File: config.mk
export PLATFORM = sky130hd
export DESIGN_NAME = serial_add_sub
export DESIGN_NICKNAME = d
export VERILOG_FILES = /design/src/rtl/serial_add_sub.sv
export SDC_FILE = /design/constraint.sdc
export NUM_CORES = 1
export LEC_CHECK = 0
export ABC_AREA = 1
export CAP_MARGIN = 20
export CORE_AREA = 2 2 83 85
export DETAILED_ROUTE_END_ITERATION = 8
export DIE_AREA = 0 0 85 87
export PLACE_DENSITY = 0.56
export SLEW_MARGIN = 20
export SYNTH_ARGS = -nofsm -noshare
export SYNTH_HDL_FRONTEND = slang
export SYNTH_SLANG_ARGS = --single-unit
File: constraint.sdc
create_clock -name clk -period 1.55 [get_ports clk]
set_input_delay 0.465 -clock clk [delete_from_list [all_inputs] [get_ports clk]]
set_output_delay 0.465 -clock clk [all_outputs]
set_load 0.01 [all_outputs]
File: src/rtl/serial_add_sub.sv
// Bit-serial WIDTH-bit adder/subtractor: one add/sub slice and a carry
// flop process one operand bit per clock, LSB first.
module serial_add_sub #(
  parameter int WIDTH = 8
) (
  input  logic             clk,
  input  logic             reset_n,
  input  logic             start,
  input  logic             sel,
  input  logic [WIDTH-1:0] a,
  input  logic [WIDTH-1:0] b,
  output logic             busy,
  output logic             done,
  output logic [WIDTH-1:0] result,
  output logic             cout,
  output logic             overflow
);

  localparam int CW = $clog2(WIDTH);
  localparam logic [CW-1:0] LAST = CW'(WIDTH - 1);

  localparam logic [1:0] IDLE = 2'd0;
  localparam logic [1:0] RUN  = 2'd1;
  localparam logic [1:0] DONE = 2'd2;

  logic [1:0]       state;
  logic [WIDTH-1:0] a_sr;
  logic [WIDTH-1:0] b_sr;
  logic [WIDTH-1:0] r_sr;
  logic [CW-1:0]    cnt;
  logic             sel_q;
  logic             c;

  logic             bx;
  logic             sum_bit;
  logic             c_nxt;
  logic [WIDTH-1:0] r_nxt;

  assign bx      = b_sr[0] ^ sel_q;
  assign sum_bit = a_sr[0] ^ bx ^ c;
  assign c_nxt   = (a_sr[0] & bx) | (a_sr[0] & c) | (bx & c);
  assign r_nxt   = {sum_bit, r_sr[WIDTH-1:1]};

  assign busy = (state == RUN);
  assign done = (state == DONE);

  always_ff @(posedge clk or negedge reset_n) begin
    if (!reset_n) begin
      state    <= IDLE;
      a_sr     <= '0;
      b_sr     <= '0;
      r_sr     <= '0;
      cnt      <= '0;
      sel_q    <= 1'b0;
      c        <= 1'b0;
      result   <= '0;
      cout     <= 1'b0;
      overflow <= 1'b0;
    end else begin
      unique case (state)
        IDLE, DONE: begin
          if (start) begin
            a_sr  <= a;
            b_sr  <= b;
            sel_q <= sel;
            c     <= sel;
            cnt   <= '0;
            state <= RUN;
          end else begin
            state <= IDLE;
          end
        end
        RUN: begin
          a_sr <= a_sr >> 1;
          b_sr <= b_sr >> 1;
          r_sr <= r_nxt;
          c    <= c_nxt;
          cnt  <= cnt + 1'b1;
          // c here is the carry into the MSB slice
          if (cnt == LAST) begin
            result   <= r_nxt;
            cout     <= c_nxt;
            overflow <= c ^ c_nxt;
            state    <= DONE;
          end
        end
        default: state <= IDLE;
      endcase
    end
  end

endmodule

==> impl_metrics.toml <==
[outcome]
status = "completed"

[global_route]
grt_pass1_wl_um = 6989
grt_pass1_vias = 1525
overflow = 0
grt_max_degree = 41
grt_use_total = 0.1202
antenna_found_initial = 0

[cts]
root_buffer = "clkbuf_8"
h-tree-depth = 2
cts_tree = "done"
cts_sinks = 40
postCtsSetupBuffers = 0
numCtsBuffers = 5
hold_buffers = 0
clk_pin_slew_worst_paths_ns = 0.08
ctsLongestPathBuffers = 2
worstSkewPairLatency_ns = 0.29

[place]
post-dp-hpwl_um = 2707
place_congestion = 0.6984
placement.io_buffers = 31

[logic_synthesis]
synth.avg_cell_area_um2 = 8.307
netlist_instances = 230
syn_nets = 253
synthesis.area_mm2 = 0.001911
yosys_warnings = 0
synth_seq_area_share = 0.5239
synth-seq-cells = 40
yosysUniqueCellTypes = 21

[detailed_routing]
drt-pass1-iter-count = 4
wl_per_cell_um = 11.00
vias_per_cell = 4.289
first_iter_violations = 93
vias = 1501
drc = 0
drtAntennaViolNets = 0
routed_wirelength_um = 3850

[final_layout]
regArea_mm2 = 0.001001
num_antenna_cells = 0
fill_cells = 681
final_net_count = 292
final_common_cell = "nand2_1"
syn2layout_area_growth_pct = 28.68
multi_input_area_um2 = 684.4
drive_gt1_frac = 0.1444
layout_common_cells = "nand2_1, inv_1, dfrtp_1, nand3_1, clkdlybuf4s50_1"

[die]
fp.dieH_um = 87
fp-row-count = 30
core_area_mm2 = 0.006569
start_util = 0.2909
die-area_mm2 = 0.007395
io_pins = 32
die_x_um = 85

[sta]
finalSetupTns_ns = 0
skew_ns = 0.007695
fin_hold_ws_ns = 0.1275
setup_viol = 0
slew_viol_final = 0
worstMarginPinSlew_ns = 0.2422
fin_crit_sh = 0.9418
rsz0062_at_grt = "false"
maxSlewHeadroom = 0.8384
report.final.hold_viol_count = 0
post-route-min-period_ns = 1.460
max_clock_freq_mhz = 685.1

[setup_path]
slowest_stage = "dfrtp_1"
critPathRequiredTime_ns = 1.08
max_stage_delay_ns = 0.40
critPathTopFamily = "flip-flops"
critPathMaxFanout = 3
path_class = "flop to primary output"
critPathLaunchType = "flop"
cp-end-kind = "primary output"
worstPathArrival_ns = 0.99
crit_buf_inv = 2
ff2ff_setup_slack_ns = 0.16
crit_chain = "inv_2, nor2_4, buf_2"

[pwr]
irDropWorstVdd_mv = 0.5434
power_density_mw_per_mm2 = 2063
cellLeakagePower_nw = 1.323

[run]
maxCapViolCount = 0

[min_path]
min_path_type = "primary input to asynchronous set/reset pin"
## cell type report
cell class / count / area share
Sequential cell: 40 / 0.4071
Clock buffer: 7 / 0.03919
Tap cell: 80 / 0.04071
Inverter: 43 / 0.06667
Multi-Input combinational cell: 138 / 0.2784
Clock inverter: 1 / 0.01221
Timing Repair Buffer: 41 / 0.1557
## cells by family after synthesis
logic type,count (synthesis),synth area share
AND/OR/NAND/NOR,114,0.2587
flip-flops,40,0.5239
AO/OA/AOI/OAI,19,0.06549
adder cells (fa/ha/maj),3,0.02357
buffers and inverters,52,0.1192
XOR/XNOR,2,0.009170
## report_power, final
| part | switching (W) | internal, W | leakage, nW | total [W] |
|---|---|---|---|---|
| registers | 0.000258 | 0.00154 | 0.497 | 0.00180 |
| clock network | 0.000360 | 0.000568 | 0.0645 | 0.000928 |
| logic | 0.00135 | 0.000994 | 0.762 | 0.00234 |
## path summary, 6_finish.rpt
kind | from | end | cells after the start
max | state[0] | busy | 3
min | reset_n | result[2] | 2
max reg2reg | state[1] | a_sr[6] | 7
min reg2reg | a_sr[2] | a_sr[2] | 2
max in group asynchronous | reset_n | a_sr[6] | 2
min in group clk | a_sr[2] | a_sr[2] | 2
## routing by layer
| layer | part of all wire | wire length (um) | GRT usage |
|---|---|---|---|
| met2 | 0.47 | 1812 | 0.1996 |
| met3 | 0.034 | 130 | 0.02938 |
| met4 | 0.023 | 87 | 0.05628 |
| met5 | 0 | 0 | 0 |
| met1 | 0.47 | 1821 | 0.1476 |
## Yosys cell counts (all sizes together)
cell    number  share of area
ha           2          0.013
a21oi        1         0.0026
inv         43          0.086
buf          7          0.029
xnor2        2         0.0092
dfrtp       40           0.52
nand3       29          0.076
o21ai       18          0.063
nand2       81           0.17
nor2         4          0.013
fa           1          0.010
clkbuf       2         0.0039
## per-stage QoR
stage	util	total power, W	instance area, um^2	cells	setup slack (ns)
floorplan	-	0.003485	1911	230	0.2058
CTS	0.3749	0.005165	2462	350	0.006102
finish	0.3743	0.005073	2459	350	0.09028
global placement	0.3581	0.004267	2352	342	-0.01827
detailed placement	0.3581	0.004309	2352	342	-0.01876
global route	0.3743	0.005586	2459	350	0.02697
## state kept, by name (all words and copies together), names as in the netlist
register  count
a_sr          8
b_sr          8
c             1
cnt           3
cout          1
overflow      1
r_sr          7
result        8
sel_q         1
state         2
## repair_timing
action / 4_1_cts / 5_1_grt
pin swaps: 0 / 1
endpoints found under the setup margin: 12 / 2
cloned: 0 / 0
gates resized for setup: 17 / 2
No activity file was read; power rests on OpenSTA's default activity.
